[src/rtl/index_decoder_pkg.sv]
// Shared types and helpers for the index decoder: FSM state encoding and
// the hold-counter width calculation.
package index_decoder_pkg;

  typedef enum logic [1:0] {
    IDLE  = 2'd0,
    HOLD  = 2'd1,
    OFFER = 2'd2
  } state_t;

  // Bits needed to hold the value hold_cyc-1 (at least one bit).
  function automatic int unsigned hold_cnt_w(input int unsigned hold_cyc);
    return (hold_cyc > 1) ? $clog2(hold_cyc) : 1;
  endfunction

endpackage

[src/rtl/index_decoder_idx_fifo.sv]
// Synchronous FIFO for encoded {val, idx} codes. Full/empty come from an
// extra pointer MSB; pushes while full and pops while empty are ignored.
module idx_fifo #(
  parameter int unsigned W     = 3,
  parameter int unsigned DEPTH = 4
) (
  input  logic         clk,
  input  logic         rst,
  input  logic         push,
  input  logic         pop,
  input  logic [W-1:0] din,
  output logic [W-1:0] dout,
  output logic         full,
  output logic         empty
);

  localparam int unsigned AW = $clog2(DEPTH);

  logic [AW:0]  wr_ptr;
  logic [AW:0]  rd_ptr;
  logic [W-1:0] mem [DEPTH];
  logic         do_push;
  logic         do_pop;

  assign do_push = push && !full;
  assign do_pop  = pop && !empty;

  // Pointer update; reset empties the FIFO.
  always_ff @(posedge clk) begin
    if (rst) begin
      wr_ptr <= '0;
      rd_ptr <= '0;
    end else begin
      if (do_push) wr_ptr <= wr_ptr + (AW+1)'(1);
      if (do_pop)  rd_ptr <= rd_ptr + (AW+1)'(1);
    end
  end

  // Storage write; contents need no reset since the pointers gate them.
  always_ff @(posedge clk) begin
    if (do_push) mem[wr_ptr[AW-1:0]] <= din;
  end

  assign dout  = mem[rd_ptr[AW-1:0]];
  assign empty = (wr_ptr == rd_ptr);
  assign full  = (wr_ptr[AW] != rd_ptr[AW]) && (wr_ptr[AW-1:0] == rd_ptr[AW-1:0]);

endmodule

[src/rtl/index_decoder.sv]
// Index decoder: buffers encoded {val, idx} codes, decodes each to a one-hot
// vector, holds it HOLD_CYC cycles and offers it over a valid/ready handshake.
// Optional statistics counters are enabled by defining INDEX_DECODER_STATS_EN.
module index_decoder
  import index_decoder_pkg::*;
#(
  parameter int unsigned IDX_W    = 2,
  parameter int unsigned DEPTH    = 4,
  parameter int unsigned HOLD_CYC = 1,
  parameter int unsigned CNT_W    = 8
) (
  input  logic                      clk,
  input  logic                      rst,
  input  logic                      in_valid,
  output logic                      in_ready,
  input  logic [IDX_W-1:0]          in_idx,
  input  logic                      in_val,
  output logic [(1<<IDX_W)-1:0]     out_onehot,
  output logic                      out_valid,
  input  logic                      out_ready,
  output logic                      busy
`ifdef INDEX_DECODER_STATS_EN
  ,
  input  logic                      stats_clr,
  output logic [(1<<IDX_W)*CNT_W-1:0] hit_cnt,
  output logic [CNT_W-1:0]          none_cnt
`endif
);

  localparam int unsigned N   = 1 << IDX_W;
  localparam int unsigned HCW = hold_cnt_w(HOLD_CYC);
  localparam logic [HCW-1:0] HOLD_INIT = HCW'(HOLD_CYC - 1);

  state_t           state;
  logic [HCW-1:0]   hold_cnt;
  logic [IDX_W:0]   fifo_dout;
  logic             fifo_full;
  logic             fifo_empty;
  logic             load;
  logic [N-1:0]     decoded;

  idx_fifo #(
    .W     (IDX_W + 1),
    .DEPTH (DEPTH)
  ) u_fifo (
    .clk   (clk),
    .rst   (rst),
    .push  (in_valid),
    .pop   (load),
    .din   ({in_val, in_idx}),
    .dout  (fifo_dout),
    .full  (fifo_full),
    .empty (fifo_empty)
  );

  assign in_ready = !fifo_full;
  assign busy     = (state != IDLE);

  // Pop a new code from IDLE, or back-to-back when the current one is accepted.
  assign load = !fifo_empty && ((state == IDLE) || ((state == OFFER) && out_ready));

  // One-hot decode of the FIFO head; val=0 decodes to all-zero.
  always_comb begin
    decoded = '0;
    if (fifo_dout[IDX_W]) decoded[fifo_dout[IDX_W-1:0]] = 1'b1;
  end

  // FSM with hold counter and registered one-hot/valid outputs.
  // Loading is hoisted ahead of the state case since IDLE and OFFER share it.
  always_ff @(posedge clk) begin
    if (rst) begin
      state      <= IDLE;
      hold_cnt   <= '0;
      out_onehot <= '0;
      out_valid  <= 1'b0;
    end else if (load) begin
      out_onehot <= decoded;
      hold_cnt   <= HOLD_INIT;
      if (HOLD_CYC > 1) begin
        state     <= HOLD;
        out_valid <= 1'b0;
      end else begin
        state     <= OFFER;
        out_valid <= 1'b1;
      end
    end else begin
      case (state)
        HOLD: begin
          if (hold_cnt == HCW'(1)) begin
            state     <= OFFER;
            out_valid <= 1'b1;
          end else begin
            hold_cnt <= hold_cnt - HCW'(1);
          end
        end
        OFFER: begin
          if (out_ready) begin
            state      <= IDLE;
            out_onehot <= '0;
            out_valid  <= 1'b0;
          end
        end
        IDLE: ;
        default: begin
          state      <= IDLE;
          out_onehot <= '0;
          out_valid  <= 1'b0;
        end
      endcase
    end
  end

`ifdef INDEX_DECODER_STATS_EN
  logic handshake;
  assign handshake = (state == OFFER) && out_ready;

  // Saturating per-index and no-request counters; clear wins over increment.
  always_ff @(posedge clk) begin
    if (rst || stats_clr) begin
      hit_cnt  <= '0;
      none_cnt <= '0;
    end else if (handshake) begin
      for (int unsigned i = 0; i < N; i++) begin
        if (out_onehot[i] && (hit_cnt[i*CNT_W +: CNT_W] != '1))
          hit_cnt[i*CNT_W +: CNT_W] <= hit_cnt[i*CNT_W +: CNT_W] + CNT_W'(1);
      end
      if ((out_onehot == '0) && (none_cnt != '1))
        none_cnt <= none_cnt + CNT_W'(1);
    end
  end
`endif

endmodule

[config.mk]
export PLATFORM = sky130hd
export DESIGN_NAME = index_decoder
export DESIGN_NICKNAME = d
export VERILOG_FILES = /design/src/rtl/index_decoder_pkg.sv /design/src/rtl/index_decoder_idx_fifo.sv /design/src/rtl/index_decoder.sv
export SDC_FILE = /design/constraint.sdc
export NUM_CORES = 1
export LEC_CHECK = 0
export CORE_MARGIN = 2
export CORE_UTILIZATION = 50
export DETAILED_ROUTE_END_ITERATION = 8
export GPL_TIMING_DRIVEN = 0
export PLACE_DENSITY = 0.82
export SYNTH_ARGS = -nofsm -noshare
export SYNTH_HDL_FRONTEND = slang
export SYNTH_SLANG_ARGS = --single-unit
[constraint.sdc]
create_clock -name clk -period 2.4 [get_ports clk]
set_clock_uncertainty 0.15 [all_clocks]
set_input_delay 0.72 -clock clk [delete_from_list [all_inputs] [get_ports clk]]
set_output_delay 0.72 -clock clk [all_outputs]
set_load 0.005 [all_outputs]
==> metrics.cfg, run 1 <==
[clock_tree]
clock_path_buffers = 2
insertion_delay_ps = 310
cts_buffers = 3
root_buffer = clkbuf_4
path_clk_slew_ps = 120
clock-sinks = 25
h-tree-depth = 1
cts_tree = done

[setup_path]
r2r-end = u_fifo.mem[3][0]$_DFFE_PP_
required_ps = 1530
cp_max_fo = 2
cp-start-kind = register
crit_path_end_kind = output pin
cp-endpoint = in_ready
r2r_slack_ps = 640
cp.arrival_ps = 1380
r2r_cells = 3
crit_start = u_fifo.rd_ptr[0]$_SDFFE_PP0P_
r2r-start = u_fifo.wr_ptr[2]$_SDFFE_PP0P_
setup.worst_path.class = reg2out

[synthesis]
ys.warnings.count = 0
seq_area_frac_synth_pct = 59.0
netlist_instances = 76
synth_edf_count = 12
async_reset_ff_share_pct = 0
netlist_area_mm2 = 0.00105
synth_cell_type_count = 25
synthFlopType = dfxtp_1
yosys_register_bits = 25
syn_nets = 88
synth.avg_cell_area_um2 = 13.8

[timing]
hold_viol = 0
rsz0062_at_grt = false
slew_headroom_pct = 67.1
whs_ps = 336
maxSlewViolCount = 0
post-route-period-util_pct = 93.5
tightest_slew_ps = 487
finalSetupViolations = 0
period_needed_ps = 2250
fmax_ghz = 0.445
setup_tns_ps = 0

[detailed_routing]
post-route-drc-count = 0
via_per_inst = 5.44
drt_wl_total_um = 2010
num_vias = 675
first_pass_iters = 4
wire_per_inst_um = 16.2
drt_iter0_markers = 9
ant_nets = 0

[floorplan]
start_util_pct = 53.1
dieArea_mm2 = 0.00249
rows = 16
die_w_um = 49.9
io_pins = 14
dieHeight_um = 49.9
core_mm2 = 0.00198

[final_layout]
area_growth_pct = 25.7
drive_gt1_share_pct = 25.8
nNetsFinal = 110
final_util_pct = 66.7
diodes = 0
final_cell_area_mm2 = 0.00132
final_cell_count_no_fill = 124

[global_routing]
first_global_vias = 716
grt.overflow.total = 0
grt_pass1_wl_um = 3370
antenna_found_initial = 0
grt_max_degree = 14
grt_usage_pct = 19.0

[placed_design]
portBuffers = 13
hpwl_um = 1420
dpl_cell_area_mm2 = 0.00122
globalplace.congestion = 0.806
dp_cells = 116

[pwr]
ir_worst_vdd_uv = 407
powerDensity_mw_per_mm2 = 899
leakagePower_uw = 0.000489

[worst_hold_path]
hp-class = reg2reg
hold_depth = 1

[job]
max_cap_violations = 0

[status]
status = completed

-- area by class of cell --
type / count / area (um2)
sequential: 25 / 636
clock buffer: 4 / 26.3
multi-input combinational: 45 / 440
buffer: 2 / 12.5
timing repair buffer: 17 / 159
fill: 125 / 659
inverter: 4 / 15.0
tap: 27 / 33.8
-- power breakdown --
| group | switching, uW | internal (uW) |
|---|---|---|
| sequential | 61.9 | 517 |
| combinational | 190 | 240 |
| clock | 116 | 65.0 |
| total | 368 | 822 |
-- layer usage --
metal	routed length [um]	up-vias	part of all wire [%]	GRT usage [%]
li1	-	318	-	-
met1	766	330	38	20.8
met2	1120	21	56	34.0
met3	64	6	3.2	4.24
met4	52	0	2.6	9.72
met5	0	-	0	0
-- cell usage in the layout (no fill, tap or decap), drive strengths merged, types with 2 or more instances in the layout --
master	instances
edfxtp	12
mux2i	2
ha	5
xnor2	3
dfxtp	13
clkdlybuf4s50	12
nor2	8
a32o	4
mux4	3
inv	4
and2	4
xor2	4
clkbuf	4
o31a	2
buf	6
-- per-stage QoR --
| stage | setup slack, ps | power (uW) |
|---|---|---|
| 2_1_floorplan | 655 | 817 |
| 3_3_place_gp | 96.2 | 912 |
| 3_5_place_dp | 11.4 | 937 |
| 4_1_cts | 185 | 1180 |
| 5_1_grt | 99.8 | 1250 |
| 6_report | 155 | 1190 |
-- worst min-delay path by stage --
stage	from	end	slack (ps)
CTS	out_onehot[0]$_SDFFE_PP0P_	out_onehot[0]$_SDFFE_PP0P_	340
global placement	out_onehot[1]$_SDFFE_PP0P_	out_onehot[1]$_SDFFE_PP0P_	300
global route	out_onehot[0]$_SDFFE_PP0P_	out_onehot[0]$_SDFFE_PP0P_	350
finish	out_onehot[0]$_SDFFE_PP0P_	out_onehot[0]$_SDFFE_PP0P_	340
detailed placement	out_onehot[0]$_SDFFE_PP0P_	out_onehot[0]$_SDFFE_PP0P_	310
floorplan	out_onehot[0]$_SDFFE_PP0P_	out_onehot[0]$_SDFFE_PP0P_	320
-- sequential cells by signal (all words and copies together), names as in the netlist, named ones only --
register,flops
u_fifo.mem,12
u_fifo.wr_ptr,3
out_onehot,4
out_valid,1
u_fifo.rd_ptr,3
-- cells by family after synthesis --
family | after synthesis | synth area share, %
adders and majority gates | 5 | 5.95
and+or+nand+nor | 18 | 9.27
AOI/OAI and AO/OA | 10 | 9.04
buffers and inverters | 6 | 2.62
DFF | 25 | 59.0
muxes | 5 | 8.32
xor gates and xnor gates | 7 | 5.83
-- synthesized netlist by cell type (2+ instances only) --
cell type / instances / area share [%]
a32o_1: 4 / 3.8
and2_1: 4 / 2.4
dfxtp_1: 13 / 25
nor2_1: 8 / 2.9
xor2_1: 4 / 3.3
mux4_2: 3 / 6.4
ha_1: 5 / 5.9
xnor2_1: 3 / 2.5
inv_1: 4 / 1.4
mux2i_1: 2 / 1.9
edfxtp_1: 12 / 34
-- critical path, stage by stage (launching register included) --
cell and delay [ps]:
dfxtp_4 390, xor2_4 180, nor2_2 150, nand2_1 70, dlygate4sd2_1 270
-- timing repair --
item                       in CTS  in global routing
resized for setup              15                  0
hold buffers                    0                  0
setup buffers                   4                  0
setup endpoints to repair       1                  0
No activity file was read; power rests on OpenSTA's default activity.
==> inputs of run 2 (changes only) <==
Settings changed: CORE_ASPECT_RATIO set to 0.75, CORE_MARGIN 2 to 5.
==> run 2 against run 1 <==
Against the previous run: worst setup slack improved by 41 ps; register-to-register slack got worse by 40 ps; maximum frequency rose by 1.9%; die area rose by 26%; combinational power rose by 3%; critical path depth fell by 2; power rose by 3.1%; clock power rose by 12%; critical path type unchanged; largest cell class unchanged.
==> metrics.cfg, run 2 (synthesis gave the netlist of run 1 again) <==
[clock_tree]
clock-sinks = 25  ; unchanged
clock_path_buffers = 2  ; unchanged
path_clk_slew_ps = 140  ; +20 ps
cts_tree = done
root_buffer = clkbuf_4
insertion_delay_ps = 330  ; +20 ps
cts_buffers = 3  ; unchanged
h-tree-depth = 1  ; unchanged
holdBufCountCts = 0  ; unchanged

[global_routing]
grt_usage_pct = 14.3  ; -4.7 points
top_usage_layer = met2
antenna_found_initial = 0  ; unchanged
grt_max_degree = 17  ; +3
grt.overflow.total = 0  ; unchanged
use_met3_pct = 6.36  ; +2.1 points
grt_pass1_wl_um = 3380  ; +0.21%
use_met1_pct = 16.6  ; -4.2 points
use_met2_pct = 23.2  ; -11 points
first_global_vias = 677  ; -5.4%

[detailed_routing]
via_per_inst = 5.47  ; +0.43%
drt_iter0_markers = 25  ; +16
drt_wl_total_um = 1970  ; -1.8%
num_vias = 667  ; -1.2%
ant_nets = 0  ; unchanged
post-route-drc-count = 0  ; unchanged
wire_per_inst_um = 16.1  ; -0.24%
first_pass_iters = 4  ; unchanged

[final_layout]
final_cell_count_no_fill = 122  ; -1.6%
diodes = 0  ; unchanged
layout_common_cells = clkdlybuf4s50_1, edfxtp_1, nor2_1, dfxtp_1, buf_4
fill_cells = 131  ; +4.8%
area_growth_pct = 28.2
nNetsFinal = 111  ; +0.91%
largest_register_ffs = 12  ; unchanged
drive_gt1_share_pct = 27.6  ; +1.8 points

[setup_path]
cp.arrival_ps = 1330  ; -50 ps
setup.worst_path.class = reg2out
cp_max_fo = 4  ; +2
crit_path_end_kind = output pin
required_ps = 1530  ; about the same
cp-start-kind = register

[pwr]
seq_power_share_pct = 47.4  ; -1.2 points
leakagePower_uw = 0.000501  ; +2.6%
switchingPower_uw = 392  ; +6.5%
swShare_pct = 32.0  ; +1.0 points
powerDensity_mw_per_mm2 = 909  ; +1.0%
intPower_uw = 834  ; +1.5%
p_clk_share_pct = 16.6  ; +1.4 points
ir_worst_vdd_uv = 692  ; +70%
comb_power_share_pct = 36.1  ; about the same

[timing]
fmax_ghz = 0.454  ; +1.9%
post-route-period-util_pct = 91.8  ; -1.7 points
setup_tns_ps = 0  ; unchanged
rsz0062_at_grt = false
tightest_slew_ps = 457  ; -30.2 ps
fin_ws_ps = 196  ; +41.0 ps
finalSetupViolations = 0  ; unchanged
period_needed_ps = 2200  ; -41.0 ps
slew_headroom_pct = 69.2  ; +2.0 points
maxSlewViolCount = 0  ; unchanged
hold_viol = 0  ; unchanged

[floorplan]
die_w_um = 63.0  ; +26%
rows = 14  ; -2
io_pins = 14  ; unchanged
start_util_pct = 52.2  ; -0.86 points
dieArea_mm2 = 0.00313  ; +26%
dieHeight_um = 49.7  ; -0.29%
core_mm2 = 0.00201  ; +1.6%

[placed_design]
globalplace.congestion = 0.686  ; -15%
dp_cells = 113  ; -2.6%
portBuffers = 13  ; unchanged
pre_cts_slack_ps = 42.3  ; +30.9 ps
hpwl_um = 1240  ; -13%

[status]
status = completed

[worst_hold_path]
hp-class = reg2reg

[job]
max_cap_violations = 0  ; unchanged

run 2: power groups by stage:
stage                     clock (uW)  combinational, uW  sequential, uW
after floorplan                    0                252             565
after global placement             0                343             572
after detailed placement           0                356             573
after CTS                        206                426             582
after global routing             229                481             588
final                            203                442             581
run 2: per-stage QoR:
step / utilization (%) / hold slack (ps) / area, um2 / total power (uW)
3_3_place_gp: 60.2 / 299 / 1210 / 914
5_1_grt: 67.0 / 347 / 1350 / 1300
3_5_place_dp: 60.2 / 303 / 1210 / 930
4_1_cts: 66.7 / 334 / 1340 / 1210
2_1_floorplan: - / 316 / 1050 / 817
6_report: 67.0 / 331 / 1350 / 1230
run 2: what timing repair did:
action	4_1_cts	5_1_grt
gates resized for setup	14	3
endpoints found under the setup margin	1	1
pin swaps	2	1
setup buffers	5	0
run 2: critical path: stages, from the launching register on:
cell,delay [ps]
dfxtp_1,400
buf_4,120
clkdlybuf4s50_1,490
run 2: routing by layer:
layer	part of all wire (%)	wire length, um
met5	0	0
met4	1.4	27
met3	5.8	115
met2	50	988
met1	43	838
run 2: path summary, 6_finish.rpt:
check                                     start                          to  slack (ps)  cells after the start
setup / recovery         out_valid$_SDFFE_PP0P_                   out_valid         200                      2
hold reg to reg      out_onehot[3]$_SDFFE_PP0P_  out_onehot[3]$_SDFFE_PP0P_         330                      1
setup reg to reg  u_fifo.wr_ptr[0]$_SDFFE_PP0P_  out_onehot[0]$_SDFFE_PP0P_         600                      5
hold / removal       out_onehot[3]$_SDFFE_PP0P_  out_onehot[3]$_SDFFE_PP0P_         330                      1
run 2: area by class of cell:
cell class	instances	area (um2)	area share [%]
Buffer	2	12.5	0.928
Clock buffer	3	22.5	1.67
Clock inverter	1	8.76	0.649
Inverter	4	15.0	1.11
Multi-Input combinational cell	45	452	33.5
Sequential cell	25	638	47.3
Tap cell	24	30.0	2.23
Timing Repair Buffer	18	170	12.6
==> inputs of run 3 (changes only) <==
Settings changed: CORE_UTILIZATION 50 to 52, PLACE_DENSITY 0.82 to 0.84.
Clock period 2.4 ns to 2.1 ns, I/O delays scaled along.
==> run 3 against run 2 <==
Against the previous run: core utilization is 0.58 points higher; register-to-register slack worse by 310 ps; die area is 3.2% lower; combinational power is 10% higher; clock power is 7% higher; sequential share of layout area is 0.75 points higher; power is 12% higher; critical path depth is 2 higher; hold slack better by 6.4 ps; routed wire length is 1.0% lower; sequential power is 15% higher; global-route usage is 0.91 points higher; critical path type unchanged.
==> metrics.cfg, run 3 (synthesis gave the netlist of run 1 again) <==
[worst_hold_path]
hold_start = out_onehot[1]$_SDFFE_PP0P_
hp-class = reg2reg
min_to = out_onehot[1]$_SDFFE_PP0P_
hold_depth = 1  ; unchanged

[timing]
fmax_ghz = 0.499
finalSetupViolations = 0  ; unchanged
maxSlewViolCount = 0  ; unchanged
slew_headroom_pct = 64.7  ; -4.4 points
rsz0062_at_grt = false
whs_ps = 337  ; +6.39 ps
period_needed_ps = 2010
hold_viol = 0  ; unchanged
post-route-period-util_pct = 95.5
tightest_slew_ps = 522  ; +65.8 ps

[setup_path]
cp_cell_sequence = xor2_4 > nor2_4 > nand2_1 > clkbuf_2
crit_path_end_kind = output pin
required_ps = 1320  ; -210 ps
r2r-start = u_fifo.rd_ptr[1]$_SDFFE_PP0P_
slowest_delay_ps = 400  ; -90 ps
r2r_slack_ps = 290  ; -310 ps
r2r-end = u_fifo.mem[3][0]$_DFFE_PP_
critical-path-slowest-cell = dfxtp_4
setup.worst_path.class = reg2out
cp_max_fo = 3  ; -1
cp-start-kind = register
cp.arrival_ps = 1230  ; -100 ps
r2r_cells = 4  ; -1

[floorplan]
io_pins = 14  ; unchanged
dieHeight_um = 49.0  ; -1.6%
die_w_um = 61.9  ; -1.6%
rows = 14  ; unchanged
start_util_pct = 53.6  ; +1.4 points
dieArea_mm2 = 0.00303  ; -3.2%
core_mm2 = 0.00196  ; -2.6%

[placed_design]
portBuffers = 13  ; unchanged
globalplace.congestion = 0.695  ; +1.4%
hpwl_um = 1330  ; +7.4%

[final_layout]
final_common_cell = edfxtp_1
fill_cells = 140  ; +6.9%
final_util_pct = 67.5  ; +0.58 points
layout_common_cells = edfxtp_1, clkdlybuf4s50_1, nor2_1
area_growth_pct = 25.9
diodes = 0  ; unchanged
multiInputGateArea_um2 = 445  ; -1.4%
regArea_um2 = 637  ; -0.20%
nNetsFinal = 110  ; -0.90%
drive_gt1_share_pct = 28.9  ; +1.3 points
largest_register_ffs = 12  ; unchanged

[clock_tree]
cts_tree = done
cts_buffers = 3  ; unchanged
h-tree-depth = 1  ; unchanged
clock_path_buffers = 2  ; unchanged
path_clk_slew_ps = 130  ; about the same
insertion_delay_ps = 330  ; about the same
root_buffer = clkbuf_4
clock-sinks = 25  ; unchanged
holdBufCountCts = 0  ; unchanged

[global_routing]
grt.overflow.total = 0  ; unchanged
grt_max_degree = 15  ; -2
first_global_vias = 649  ; -4.1%
antenna_found_initial = 0  ; unchanged
grt_pass1_wl_um = 3240  ; -4.1%
grt_usage_pct = 15.2  ; +0.91 points

[detailed_routing]
drt_iter0_markers = 24  ; -4.0%
via_per_inst = 5.55  ; +1.6%
wire_per_inst_um = 16.1  ; -0.20%
first_pass_iters = 4  ; unchanged
drt_wl_total_um = 1950  ; -1.0%
post-route-drc-count = 0  ; unchanged
ant_nets = 0  ; unchanged
num_vias = 672  ; +0.75%

[pwr]
powerDensity_mw_per_mm2 = 1040  ; +14%
ir_worst_vdd_uv = 797  ; +15%
leakagePower_uw = 0.000508  ; +1.3%

[job]
max_cap_violations = 0  ; unchanged

[status]
status = completed

[run 3: power breakdown]
| part | internal (uW) | switching, uW | total, uW |
|---|---|---|---|
| sequential | 592 | 73.9 | 666 |
| clock | 71.8 | 146 | 218 |
| combinational | 272 | 216 | 488 |
[run 3: final cells by class]
cell class	instances	share of cell area [%]
well taps	24	2.27
clock inverters	1	0.378
repair buffers	17	11.9
inverters	4	1.13
flip-flops and latches	25	48.1
plain buffers	2	0.944
multi-input cells	45	33.6
clock buffers	3	1.70
[run 3: worst max-delay path by stage]
stage                                  startpoint                         end  slack, ps  cells after the start
CTS                        out_valid$_SDFFE_PP0P_                   out_valid         20                      2
global route        u_fifo.rd_ptr[0]$_SDFFE_PP0P_                    in_ready         20                      4
detailed placement  u_fifo.wr_ptr[0]$_SDFFE_PP0P_                    in_ready       -150                      4
floorplan                               out_ready  out_onehot[0]$_SDFFE_PP0P_        450                      4
finish              u_fifo.rd_ptr[0]$_SDFFE_PP0P_                    in_ready         90                      4
global placement    u_fifo.wr_ptr[0]$_SDFFE_PP0P_                    in_ready       -100                      4
[run 3: worst max-delay path: cells and delay by family (launching register included)]
| kind | cells | cell delay, ps |
|---|---|---|
| DFF | 1 | 400 |
| buffers and inverters | 1 | 120 |
| and+or+nand+nor | 2 | 180 |
| xor gates and xnor gates | 1 | 190 |
[run 3: stage by stage]
| step | setup TNS, ps | setup slack, ps | cell area, um2 | cells | total power [uW] |
|---|---|---|---|---|---|
| floorplan | 0 | 445 | 1050 | 76 | 934 |
| global placement | -151 | -97.3 | 1210 | 113 | 1040 |
| detailed placement | -391 | -154 | 1210 | 113 | 1070 |
| CTS | 0 | 23.2 | 1320 | 121 | 1350 |
| global route | 0 | 22.1 | 1330 | 121 | 1460 |
| finish | 0 | 94.4 | 1330 | 121 | 1370 |
[run 3: layer usage]
| metal | global-route usage, % | vias to the layer above | wire length [um] |
|---|---|---|---|
| li1 | - | 318 | - |
| met1 | 18.3 | 337 | 852 |
| met2 | 24.0 | 11 | 975 |
| met3 | 5.56 | 6 | 74 |
| met4 | 6.36 | 0 | 46 |
| met5 | 0 | - | 0 |
[run 3: repair_timing]
item	CTS	global route
endpoints found under the setup margin	2	2
buffers inserted	4	0
gates resized for setup	16	4
pin swaps	3	1
